`config.mk`:
```
export PLATFORM = sky130hd
export DESIGN_NAME = wam_mol
export DESIGN_NICKNAME = d
export VERILOG_FILES = /design/src/rtl/wam_pkg.sv /design/src/rtl/wam_bcd2.sv /design/src/rtl/wam_mol.sv
export SDC_FILE = /design/constraint.sdc
export NUM_CORES = 1
export LEC_CHECK = 0
export CORE_UTILIZATION = 55
export CTS_BUF_LIST = sky130_fd_sc_hd__clkbuf_8 sky130_fd_sc_hd__clkbuf_16
export CTS_CLUSTER_DIAMETER = 30
export DETAILED_ROUTE_END_ITERATION = 8
export PLACE_DENSITY = 0.79
export SLEW_MARGIN = 25
export SYNTH_ARGS = -nofsm -noshare
export SYNTH_HDL_FRONTEND = slang
export SYNTH_HIERARCHICAL = 1
export SYNTH_SLANG_ARGS = --single-unit
```
`constraint.sdc`:
```
create_clock -name clk_19 -period 3.9 [get_ports clk_19]
set_clock_uncertainty 0.05 [all_clocks]
set_input_delay 0.78 -clock clk_19 [delete_from_list [all_inputs] [get_ports clk_19]]
set_output_delay 0.78 -clock clk_19 [all_outputs]
set_load 0.02 [all_outputs]
```
`src/rtl/wam_pkg.sv`:
```
// Shared types and constants for the whack-a-mole field controller.
// Hole states, LFSR seed/taps and the BCD digit limit.
package wam_pkg;

    typedef enum logic [1:0] {
        IDLE = 2'd0,
        UP   = 2'd1,
        HIT  = 2'd2
    } hole_st_t;

    localparam logic [15:0] LFSR_SEED = 16'hACE1;
    // taps 16,14,13,11 -> bits 15,13,12,10
    localparam logic [15:0] LFSR_TAPS = 16'hB400;
    localparam logic [3:0]  BCD_MAX   = 4'd9;

    function automatic logic lfsr_fb(input logic [15:0] s);
        return ^(s & LFSR_TAPS);
    endfunction

endpackage

```
`src/rtl/wam_bcd2.sv`:
```
// Two-digit BCD score counter: wraps on increment, saturates at 00 on decrement.
// cout0 is a registered pulse on every units 9->0 wrap caused by an increment.
module wam_bcd2
    import wam_pkg::*;
(
    input  logic       clk_19,
    input  logic       clr,
    input  logic       inc,
    input  logic       dec,
    output logic [7:0] score,
    output logic       cout0
);

    logic [3:0] tens;
    logic [3:0] units;

    // Score digits and carry pulse; inc and dec together cancel out
    always_ff @(posedge clk_19 or posedge clr) begin
        if (clr) begin
            tens  <= 4'd0;
            units <= 4'd0;
            cout0 <= 1'b0;
        end else begin
            cout0 <= 1'b0;
            if (inc && !dec) begin
                if (units == BCD_MAX) begin
                    units <= 4'd0;
                    cout0 <= 1'b1;
                    tens  <= (tens == BCD_MAX) ? 4'd0 : tens + 4'd1;
                end else begin
                    units <= units + 4'd1;
                end
            end else if (dec && !inc) begin
                if (units != 4'd0) begin
                    units <= units - 4'd1;
                end else if (tens != 4'd0) begin
                    units <= BCD_MAX;
                    tens  <= tens - 4'd1;
                end
            end
        end
    end

    assign score = {tens, units};

endmodule

```
`src/rtl/wam_mol.sv`:
```
// Mole field controller: spawns moles pseudo-randomly, detects whacks, keeps score.
// Optional feature macro WAM_PENALTY_EN: whacking an empty hole costs one point.
module wam_mol
    import wam_pkg::*;
#(
    parameter int NHOLE    = 8,
    parameter int TICK_DIV = 65536
) (
    input  logic             clk_19,
    input  logic             clr,
    input  logic [NHOLE-1:0] hit,
    input  logic [3:0]       age,
    input  logic [7:0]       rto,
    output logic [NHOLE-1:0] mole,
    output logic [NHOLE-1:0] whk,
    output logic [7:0]       score,
    output logic             cout0
);

    localparam int HW = $clog2(NHOLE);
    localparam int PW = $clog2(TICK_DIV);
    localparam logic [PW-1:0] PTOP = PW'(TICK_DIV - 1);

    logic [PW-1:0]    presc;
    logic             step;
    logic [15:0]      lfsr;
    logic [NHOLE-1:0] hit_pre;
    logic [NHOLE-1:0] hedg;
    logic [NHOLE-1:0] up_v;
    logic [HW-1:0]    cand;
    logic             spawn;
    logic [3:0]       age1;
    logic             inc;
    logic             dec;
    hole_st_t         st   [NHOLE];
    logic [3:0]       life [NHOLE];

    assign step  = (presc == PTOP);
    assign hedg  = hit & ~hit_pre;
    assign cand  = lfsr[HW-1:0];
    assign spawn = step && (lfsr[15:8] < rto);
    assign age1  = (age == 4'd0) ? 4'd1 : age;

    // Game-step prescaler
    always_ff @(posedge clk_19 or posedge clr) begin
        if (clr) presc <= '0;
        else     presc <= step ? '0 : presc + PW'(1);
    end

    // Free-running LFSR and button history (all ones so held buttons never score)
    always_ff @(posedge clk_19 or posedge clr) begin
        if (clr) begin
            lfsr    <= LFSR_SEED;
            hit_pre <= '1;
        end else begin
            lfsr    <= {lfsr[14:0], lfsr_fb(lfsr)};
            hit_pre <= hit;
        end
    end

    // Per-hole state machines with registered mole/whk outputs
    always_ff @(posedge clk_19 or posedge clr) begin
        if (clr) begin
            mole <= '0;
            whk  <= '0;
            for (int i = 0; i < NHOLE; i++) begin
                st[i]   <= IDLE;
                life[i] <= 4'd0;
            end
        end else begin
            for (int i = 0; i < NHOLE; i++) begin
                unique case (st[i])
                    IDLE: begin
                        if (spawn && cand == HW'(i)) begin
                            st[i]   <= UP;
                            life[i] <= age1;
                            mole[i] <= 1'b1;
                        end
                    end
                    UP: begin
                        if (hedg[i]) begin
                            st[i]   <= HIT;
                            mole[i] <= 1'b0;
                            whk[i]  <= 1'b1;
                        end else if (step) begin
                            if (life[i] == 4'd1) begin
                                st[i]   <= IDLE;
                                mole[i] <= 1'b0;
                            end else begin
                                life[i] <= life[i] - 4'd1;
                            end
                        end
                    end
                    HIT: begin
                        if (step) begin
                            st[i]  <= IDLE;
                            whk[i] <= 1'b0;
                        end
                    end
                    default: st[i] <= IDLE;
                endcase
            end
        end
    end

    // Which holes currently hold a raised mole
    always_comb begin
        up_v = '0;
        for (int i = 0; i < NHOLE; i++) up_v[i] = (st[i] == UP);
    end

    assign inc = |(hedg & up_v);

`ifdef WAM_PENALTY_EN
    logic [NHOLE-1:0] idle_v;

    // Which holes are empty, for the miss penalty
    always_comb begin
        idle_v = '0;
        for (int i = 0; i < NHOLE; i++) idle_v[i] = (st[i] == IDLE);
    end

    assign dec = |(hedg & idle_v);
`else
    assign dec = 1'b0;
`endif

    wam_bcd2 u_bcd (
        .clk_19 (clk_19),
        .clr    (clr),
        .inc    (inc),
        .dec    (dec),
        .score  (score),
        .cout0  (cout0)
    );

endmodule

```
==> flow_summary.json, run 1 <==
{
  "dieWidth_um": 108,
  "fraction_of_synthesized_cell_area_in_xor_and_xnor_cells_pct": 2.57,
  "drt_first_iter_violations": 367,
  "clk_sinks": 113,
  "antenna_violating_nets_post_route": 0,
  "max_cap_violations": 0,
  "mappedNetlistNets": 691,
  "avgRoutedWirePerCell_um": 16.8,
  "post-synth-top-count-cell": "dfrtp_1",
  "core_area_um2": 10800,
  "first_pass_grt_wire_length_um": 23900,
  "slew_headroom_pct": 54.2,
  "synth_seq_cells": 113,
  "dpl.hpwl_um": 9920,
  "setup_tns_ps": 0,
  "path_max_fanout": 13,
  "clk_path_buf_depth": 2,
  "placement.io_buffers": 46,
  "synthToLayoutAreaGrowth_pct": 19.3,
  "timing.final.crit_period_ps": 2890,
  "combinational_family_with_the_most_area_after_synthesis": "simple AND/OR/NAND/NOR gates",
  "holdCritPathClass": "flip-flop to flip-flop",
  "post_synth_mux_area_share_pct": 1.67,
  "maxSlewViolCount": 0,
  "ys.warnings.count": 6,
  "synth_edf_count": 0,
  "synth_common_cells": "97 x dfrtp_1, 75 x nor2_1, 52 x nand2_1, 44 x o21ai_0, 36 x a21oi_1",
  "crit_path_top_delay_cell": "nand2b_1",
  "endpoint_kind": "flip-flop",
  "placement_rows": 38,
  "boundaryPins": 47,
  "p_leak_nw": 3.24,
  "timing.setup.critical_path_class": "flip-flop to flip-flop",
  "all_layer_global_routing_usage_pct": 27.3,
  "dominantRegCellSynth": "dfrtp_1",
  "finalSetupViolations": 0,
  "min_period_over_period_pct": 74.0,
  "cts.repair.resized": 0,
  "die_height_um": 108,
  "drc_markers": 0,
  "timing.critical_path.required_ps": 4310,
  "finalWeightedCongestion": 0.901,
  "post-synth-top-area-fraction_pct": 39.6,
  "syn-cell-area_um2": 6130,
  "detail_route.first_pass.iterations": 5,
  "place.detailed.instances": 815,
  "timing.critical_path.slowest_cell_delay_ps": 430,
  "rsz_0062_raised_after_global_routing": "false",
  "synth-simple-area-share_pct": 21.2,
  "clkSlewWorstSetupHoldPaths_ps": 60,
  "tritoncts.num_buffers": 17,
  "routed-via-count": 5085,
  "drive_gt1_share_pct": 11.3,
  "grt_pass1_vias": 4939,
  "synth.distinct_cells": 76,
  "netlist_instances": 640,
  "setup_ws_post_layout_ps": 1010,
  "antenna_found_initial": 0,
  "fraction_of_the_mapped_netlist_area_in_adder_cells_pct": 5.92,
  "ir_drop_mv": 0.347,
  "final_hold_viol_count": 0,
  "report.power.total_mw": 3.36,
  "h_tree_levels": 4,
  "cts_root_buf": "clkbuf_8",
  "cts.repair_timing.setup_buffer_count": 0,
  "synth_top_area_cell": "dfrtp_1",
  "asyncSetResetFlopFracSynth_pct": 100,
  "sequential_fraction_of_the_synthesis_area_pct": 46.4,
  "die_area_um2": 11600,
  "max_freq_ghz": 0.346,
  "cp-start-kind": "flip-flop",
  "run_status": "completed",
  "tightestPinTransition_ps": 687,
  "start_util_pct": 56.6,
  "synth_compound_gate_area_share_pct": 17.9,
  "clk-insertion-delay-late_ps": 530,
  "pwr_density_cell_nw_per_um2": 459,
  "layoutNonFillerInstCount": 847,
  "detailedPlace.worstSlack_ps": 485,
  "synth.top_cells.by_area": "dfrtp_1 40%, dfstp_2 6.9%, ha_1 5.9%",
  "drt_wl_total_um": 14300,
  "vias_per_cell": 6.00,
  "largest_net_degree_at_the_start_of_global_routing": 57,
  "cp_data_arrival_time_ps": 3290,
  "overflow_left_after_global_routing": 0,
  "crit_path_cell_trace": "nand2b_1, o22ai_1, a221oi_1, nand3_1, ha_1, buf_4, or4_1, nand2_1, a31oi_1, a41oi_1",
  "filler_cell_count": 830,
  "cts_hold_buffers": 0,
  "cts_tree": "done",
  "num-nets-final": 745,
  "syn-mean-instance-area_um2": 9.58,
  "antenna-diode-count": 0
}
-- cells by family after synthesis --
group	count (synthesis)
AND/OR/NAND/NOR	247
AO/OA/AOI/OAI	165
flip-flops	113
buffers and inverters	57
adder cells (fa/ha/maj)	29
XOR/XNOR	18
multiplexers	10
other	1
-- worst max-delay path: cells and delay by family, from the launching register on --
kind	cells	cell delay (ps)
flip-flops	1	420
AND/OR/NAND/NOR	4	1020
adder cells (fa/ha/maj)	1	360
AO/OA/AOI/OAI	4	740
buffers and inverters	1	220
-- where the power goes --
part	switching, mW	leakage, nW	total (mW)	internal (mW)
clock network	0.511	0.310	1.51	0.996
registers	0.111	1.41	1.34	1.23
logic	0.262	1.52	0.504	0.242
-- final timing paths --
kind / startpoint / to / slack, ps / depth (start not counted)
setup / recovery: st[3]$_DFFE_PP0P_ / u_bcd/tens[3]$_DFFE_PP0P_ / 1010 / 10
hold / removal: lfsr[3]$_DFF_PP0_ / lfsr[4]$_DFF_PP0_ / 300 / 0
setup reg to reg: st[3]$_DFFE_PP0P_ / u_bcd/tens[3]$_DFFE_PP0P_ / 1010 / 10
hold reg to reg: lfsr[3]$_DFF_PP0_ / lfsr[4]$_DFF_PP0_ / 300 / 0
max in group asynchronous: clr / hit_pre[2]$_DFF_PP1_ / 2300 / 3
min in group asynchronous: clr / u_bcd/tens[3]$_DFFE_PP0P_ / 560 / 2
-- metal layers --
metal | wire length, µm | track usage, % | part of all wire [%] | vias up
met1 | 6210 | 34.4 | 44 | 2502
met2 | 6960 | 43.7 | 49 | 161
met3 | 776 | 8.11 | 5.4 | 28
li1 | - | - | - | 2394
met5 | 0 | 0 | 0 | -
met4 | 316 | 11.4 | 2.2 | 0
-- per-stage QoR --
stage / utilization (%) / area, µm² / hold slack (ps)
after floorplan: - / 6130 / 281
after global placement: 62.1 / 6730 / 288
after detailed placement: 62.1 / 6730 / 285
after CTS: 67.5 / 7320 / 299
after global routing: 67.5 / 7320 / 307
final: 67.5 / 7320 / 299
-- layout by cell type, fill, tap and decap left out, types with 6 or more instances in the layout --
| cell type | n |
|---|---|
| a21oi_1 | 36 |
| a22o_1 | 6 |
| a22oi_1 | 6 |
| a31oi_1 | 14 |
| and2_1 | 6 |
| buf_4 | 12 |
| clkbuf_16 | 16 |
| clkbuf_8 | 7 |
| clkdlybuf4s50_1 | 46 |
| dfrtp_1 | 97 |
| dfstp_2 | 16 |
| ha_1 | 29 |
| inv_1 | 38 |
| mux2i_1 | 8 |
| nand2_1 | 52 |
| nand2b_1 | 14 |
| nand3_1 | 13 |
| nand4_1 | 7 |
| nor2_1 | 75 |
| nor2b_1 | 18 |
| nor3_1 | 20 |
| nor3b_1 | 10 |
| o211ai_1 | 6 |
| o21ai_0 | 44 |
| o31ai_1 | 6 |
| xnor2_1 | 7 |
| xor2_1 | 11 |
-- layout make-up --
type / count / area [µm²] / area share [%]
multi-input combinational: 470 / 3030 / 41.4
sequential: 113 / 2850 / 38.9
timing repair buffer: 58 / 551 / 7.52
clock buffer: 23 / 497 / 6.79
tap: 140 / 175 / 2.39
inverter: 34 / 130 / 1.78
clock inverter: 9 / 88.8 / 1.21
-- flip-flops by register name (all words and copies together) (netlist names) --
name         count
life            32
lfsr            16
presc           16
st              16
hit_pre          8
mole             8
whk              8
u_bcd/tens       4
u_bcd/units      4
u_bcd/cout0      1
(Power assumes the default switching activity.)
==> inputs of run 2 (changes only) <==
clock period = 2.8 ns   (was 3.9 ns; I/O delays follow)
==> run 2 against run 1 <==
Setup slack worse by 810 ps. Clock power up 44%. Largest cell class unchanged. First-iteration DRC count up 5.7%. Via count up 2.1%. Cell area up 3.0%. Cell count up 2.8%. Count of clock-buffer cells in the layout down 6. Register-to-register slack worse by 810 ps. Utilization up 2.0 points. Die area unchanged. Global-route usage down 0.076 points.
==> flow_summary.json, run 2 (synthesized netlist as in run 1, its figures left out) <==
{
  "antenna_violating_nets_post_route": 0,
  "slew_headroom_pct": 54.5,
  "min_period_over_period_pct": 92.8,
  "maxSlewViolCount": 0,
  "max_freq_ghz": 0.385,
  "tightestPinTransition_ps": 676,
  "die_area_um2": 11600,
  "cp_data_arrival_time_ps": 2930,
  "tritoncts.num_buffers": 17,
  "drive_gt1_share_pct": 14.9,
  "timing.critical_path.slowest_cell_delay_ps": 530,
  "timing.critical_path.required_ps": 3130,
  "finalSetupViolations": 0,
  "first_pass_grt_wire_length_um": 24200,
  "holdCritPathClass": "flip-flop to flip-flop",
  "final_util_pct": 69.5,
  "final_area_um2": 7540,
  "routed-via-count": 5194,
  "cts_tree": "done",
  "number_of_flip_flops_under_the_largest_register_name": 32,
  "report.power.total_mw": 4.76,
  "placement.io_buffers": 46,
  "crit_path_top_delay_cell": "dfstp_2",
  "avgRoutedWirePerCell_um": 16.6,
  "boundaryPins": 47,
  "ir_drop_mv": 0.539,
  "cts_root_buf": "clkbuf_8",
  "all_layer_global_routing_usage_pct": 27.2,
  "layout.cells.most_common": "dfrtp_1",
  "max_cap_violations": 0,
  "final_hold_viol_count": 0,
  "clk_path_buf_depth": 2,
  "drc_markers": 0,
  "core_area_um2": 10800,
  "cts_hold_buffers": 0,
  "layout.cells.most_common_list": "97 x dfrtp_1, 75 x nor2_1, 52 x nand2_1, 46 x clkdlybuf4s50_1, 44 x o21ai_0",
  "largest_net_degree_at_the_start_of_global_routing": 105,
  "rsz_0062_raised_after_global_routing": "false",
  "cts.repair_timing.setup_buffer_count": 0,
  "endpoint_kind": "flip-flop",
  "finalHoldWorstSlack_ps": 302,
  "dieWidth_um": 108,
  "pwr_density_cell_nw_per_um2": 632,
  "drt_wl_total_um": 14500,
  "clkSlewWorstSetupHoldPaths_ps": 60,
  "cp-start-kind": "flip-flop",
  "worst_hold_path.num_cells": 0,
  "layoutNonFillerInstCount": 871,
  "vias_per_cell": 5.96,
  "path_max_fanout": 11,
  "critical-path-top-delay-family": "compound AO/OA/AOI/OAI gates",
  "start_util_pct": 56.6,
  "timing.rr.end": "u_bcd/units[2]$_DFFE_PP0P_",
  "antenna-diode-count": 0,
  "clk-insertion-delay-late_ps": 540,
  "drt_first_iter_violations": 388,
  "finalWeightedCongestion": 0.897,
  "num-nets-final": 769,
  "r2r_setup_slack_ps": 200,
  "timing.critical_path.from": "hit_pre[5]$_DFF_PP1_",
  "placedInstanceArea_um2": 6940,
  "timing.rr.start": "hit_pre[5]$_DFF_PP1_",
  "antenna_found_initial": 0,
  "crit_path_cell_trace": "nand2b_1, o22ai_1, a221oi_1, nand3_1, ha_1, or2_2, a21o_1, nand2_1, o311ai_0",
  "synthToLayoutAreaGrowth_pct": 22.9,
  "critical_path.n_buffers_inverters": 0,
  "top_register": "life",
  "timing.final.crit_period_ps": 2600,
  "place.detailed.instances": 839,
  "grt_pass1_vias": 5092,
  "p_leak_nw": 3.32,
  "h_tree_levels": 4,
  "detail_route.first_pass.iterations": 7,
  "timing.setup.critical_path_class": "flip-flop to flip-flop",
  "path_depth": 9,
  "overflow_left_after_global_routing": 0,
  "worst_setup_path_endpoint": "u_bcd/units[2]$_DFFE_PP0P_",
  "timing.reg2reg.worst_path_depth": 9,
  "placement_rows": 38,
  "filler_cell_count": 802,
  "cts.repair.resized": 0,
  "die_height_um": 108,
  "clk_sinks": 113,
  "run_status": "completed",
  "dpl.hpwl_um": 10200
}
[run 2: cell count changes in the layout (fill, tap and decap cells not counted), sizes merged]
cell / previous run / this run
buf: 12 / 36
clkbuf: 23 / 17
clkinvlp: 0 / 6
inv: 39 / 36
clkinv: 2 / 4
bufinv: 2 / 3
[run 2: worst min path at each step]
stage	from	end	slack, ps
2_1_floorplan	lfsr[3]$_DFF_PP0_	lfsr[4]$_DFF_PP0_	280
3_3_place_gp	lfsr[4]$_DFF_PP0_	lfsr[5]$_DFF_PP1_	290
3_5_place_dp	lfsr[3]$_DFF_PP0_	lfsr[4]$_DFF_PP0_	290
4_1_cts	lfsr[4]$_DFF_PP0_	lfsr[5]$_DFF_PP1_	300
5_1_grt	lfsr[5]$_DFF_PP1_	lfsr[6]$_DFF_PP1_	310
6_report	lfsr[4]$_DFF_PP0_	lfsr[5]$_DFF_PP1_	300
[run 2: area by class of cell]
| class | count | area [µm²] | area share, % |
|---|---|---|---|
| tap | 140 | 175 | 2.32 |
| timing repair buffer | 82 | 756 | 10.0 |
| sequential | 113 | 2850 | 37.8 |
| clock inverter | 15 | 185 | 2.46 |
| multi-input combinational | 470 | 3030 | 40.2 |
| inverter | 34 | 131 | 1.74 |
| clock buffer | 17 | 414 | 5.49 |
[run 2: worst reg2reg max path: stages, from the launching register on]
cell      delay [ps]
dfstp_2          530
nand2b_1         160
o22ai_1          120
a221oi_1         340
nand3_1          140
ha_1             360
or2_2            370
a21o_1           180
nand2_1           60
o311ai_0         140
[run 2: report_power, final]
group          switching (mW)  internal (mW)  total [mW]
clock network           0.806           1.36        2.17
logic                   0.369          0.352       0.721
registers               0.155           1.72        1.87
[run 2: through the flow]
stage / setup TNS, ps / setup WS [ps]
floorplan: 0 / 425
global placement: -1900 / -134
detailed placement: -4530 / -271
CTS: 0 / 226
global route: 0 / 63.2
finish: 0 / 202
[run 2: layer usage]
metal,global-route usage (%),wire (µm),up-vias
li1,-,-,2440
met1,34.5,6300,2545
met2,44.0,7050,176
met4,13.8,443,0
met3,5.57,703,33
met5,0,0,-
==> inputs of run 3 (changes only) <==
CELL_PAD_IN_SITES_DETAIL_PLACEMENT = 0   (was not set)
CELL_PAD_IN_SITES_GLOBAL_PLACEMENT = 1   (was not set)
CORE_UTILIZATION = 49   (was 55)
PLACE_DENSITY = 0.88   (was 0.79)
SLEW_MARGIN = not set   (was 25)
clock period = 3.3 ns   (was 2.8 ns; I/O delays follow)
==> run 3 against run 2 <==
First-iteration DRC count is 8.8% higher. Sequential share of layout area rose by 0.41 points. Hold slack worse by 4.8 ps. Setup slack gained 330 ps. Utilization fell by 8.0 points. Critical path type is now primary input to flip-flop. Non-clock buffer count down 18. Clock power down 15%. Cell count is 1.1% higher.
==> flow_summary.json, run 3 (synthesized netlist as in run 1, its figures left out) <==
{
  "tightestPinTransition_ps": 736,
  "rsz_0062_raised_after_global_routing": "false",
  "place.detailed.instances": 849,
  "antenna-diode-count": 0,
  "cts.repair.resized": 0,
  "clk-insertion-delay-late_ps": 410,
  "endpoint_kind": "flip-flop",
  "first_pass_grt_wire_length_um": 24200,
  "cts_root_buf": "clkbuf_16",
  "crit_path_cell_trace": "clkdlybuf4s50_1, nand2b_1, o22ai_1, a221oi_1, nand3_1, ha_1, nand3_1, mux2i_1, a22o_2, o32a_1",
  "cts_tree": "done",
  "largest_net_degree_at_the_start_of_global_routing": 53,
  "path_max_fanout": 11,
  "detail_route.first_pass.iterations": 4,
  "layout.cells.most_common": "dfrtp_1",
  "placement.io_buffers": 46,
  "drt_wl_total_um": 14300,
  "dpl.hpwl_um": 9920,
  "clk_sinks": 113,
  "p_leak_nw": 3.29,
  "core_area_um2": 12100,
  "maxSlewViolCount": 0,
  "clk_path_buf_depth": 2,
  "drive_gt1_share_pct": 12.2,
  "report.power.total_mw": 4.03,
  "cp_data_arrival_time_ps": 3010,
  "layoutNonFillerInstCount": 881,
  "synthToLayoutAreaGrowth_pct": 21.6,
  "finalWeightedCongestion": 0.838,
  "run_status": "completed",
  "max_freq_ghz": 0.361,
  "cts_hold_buffers": 0,
  "setup_tns_ps": 0,
  "crit_path_top_delay_cell": "clkdlybuf4s50_1",
  "dieWidth_um": 114,
  "finalSetupViolations": 0,
  "top_register": "life",
  "drc_markers": 0,
  "final_hold_viol_count": 0,
  "die_height_um": 114,
  "cts.repair_timing.setup_buffer_count": 0,
  "timing.critical_path.slowest_cell_delay_ps": 440,
  "min_period_over_period_pct": 83.9,
  "routed-via-count": 4984,
  "holdCritPathClass": "flip-flop to flip-flop",
  "overflow_left_after_global_routing": 0,
  "cp_common_cell": "nand3_1",
  "placement_rows": 40,
  "timing.final.crit_period_ps": 2770,
  "critical-path-top-delay-family": "compound AO/OA/AOI/OAI gates",
  "number_of_flip_flops_under_the_largest_register_name": 32,
  "antenna_violating_nets_post_route": 0,
  "die_area_um2": 13000,
  "timing.setup.critical_path_class": "primary input to flip-flop",
  "tritoncts.num_buffers": 17,
  "slew_headroom_pct": 50.5,
  "max_cap_violations": 0,
  "critical_path.n_buffers_inverters": 1,
  "timing.critical_path.required_ps": 3540,
  "h_tree_levels": 4,
  "layout.cells.most_common_list": "97 x dfrtp_1, 75 x nor2_1, 52 x nand2_1, 46 x clkdlybuf4s50_1, 44 x o21ai_0",
  "pwr_density_cell_nw_per_um2": 540,
  "antenna_found_initial": 0,
  "start_util_pct": 50.6,
  "ir_drop_mv": 0.434,
  "drt_first_iter_violations": 422,
  "all_layer_global_routing_usage_pct": 24.2,
  "clkSlewWorstSetupHoldPaths_ps": 50,
  "avgRoutedWirePerCell_um": 16.2,
  "cp-start-kind": "primary input",
  "num-nets-final": 751,
  "grt_pass1_vias": 4919,
  "vias_per_cell": 5.66,
  "boundaryPins": 47
}
[run 3: cell count changes in the layout (fill, tap and decap cells not counted), sizes merged]
cell / change
bufinv: -1
buf: -18
clkinvlp: -5
clkinv: -2
clkbuf: +7
inv: +1
[run 3: final cells by class]
class	instances	area, µm²
fill	998	4650
multi-input combinational	470	3030
sequential	113	2850
timing repair buffer	64	633
clock buffer	24	522
tap	168	210
inverter	34	131
clock inverter	8	85.1
[run 3: per-layer routing]
metal  global-route usage (%)  up-vias  part of all wire, %
met5                        0        -                    0
met4                     10.0        0                  2.0
met3                     5.53       24                  4.6
met2                     39.0      129                   48
met1                     31.7     2427                   46
li1                         -     2404                    -
[run 3: final timing paths]
path / start / to / slack [ps] / cells after the start
min reg2reg: lfsr[3]$_DFF_PP0_ / lfsr[4]$_DFF_PP0_ / 300 / 0
min in group asynchronous: clr / u_bcd/tens[2]$_DFFE_PP0P_ / 580 / 2
max reg2reg: st[5]$_DFFE_PP0P_ / u_bcd/units[3]$_DFFE_PP0P_ / 560 / 9
max in group asynchronous: clr / lfsr[13]$_DFF_PP1_ / 2210 / 3
max: hit[5] / u_bcd/units[3]$_DFFE_PP0P_ / 530 / 10
min: lfsr[3]$_DFF_PP0_ / lfsr[4]$_DFF_PP0_ / 300 / 0
[run 3: stage by stage]
step,hold slack [ps],instance area (µm²),utilization (%),worst slack [ps]
2_1_floorplan,281,6140,-,825
3_3_place_gp,288,6850,56.6,228
3_5_place_dp,290,6850,56.6,130
4_1_cts,302,7460,61.6,544
5_1_grt,306,7460,61.6,347
6_report,297,7460,61.6,533
[run 3: report_power, final]
part / switching [mW] / internal (mW)
clock network: 0.607 / 1.24
logic: 0.307 / 0.292
registers: 0.126 / 1.46
total: 1.04 / 2.99
[run 3: worst reg2reg max path, cell delays in order, from the launching register on]
cell and delay (ps):
dfrtp_1 430, nand2b_1 360, o22ai_1 200, a221oi_1 330
nand3_1 130, ha_1 350, nand3_1 140, mux2i_1 80
a22o_2 280, o32a_1 280
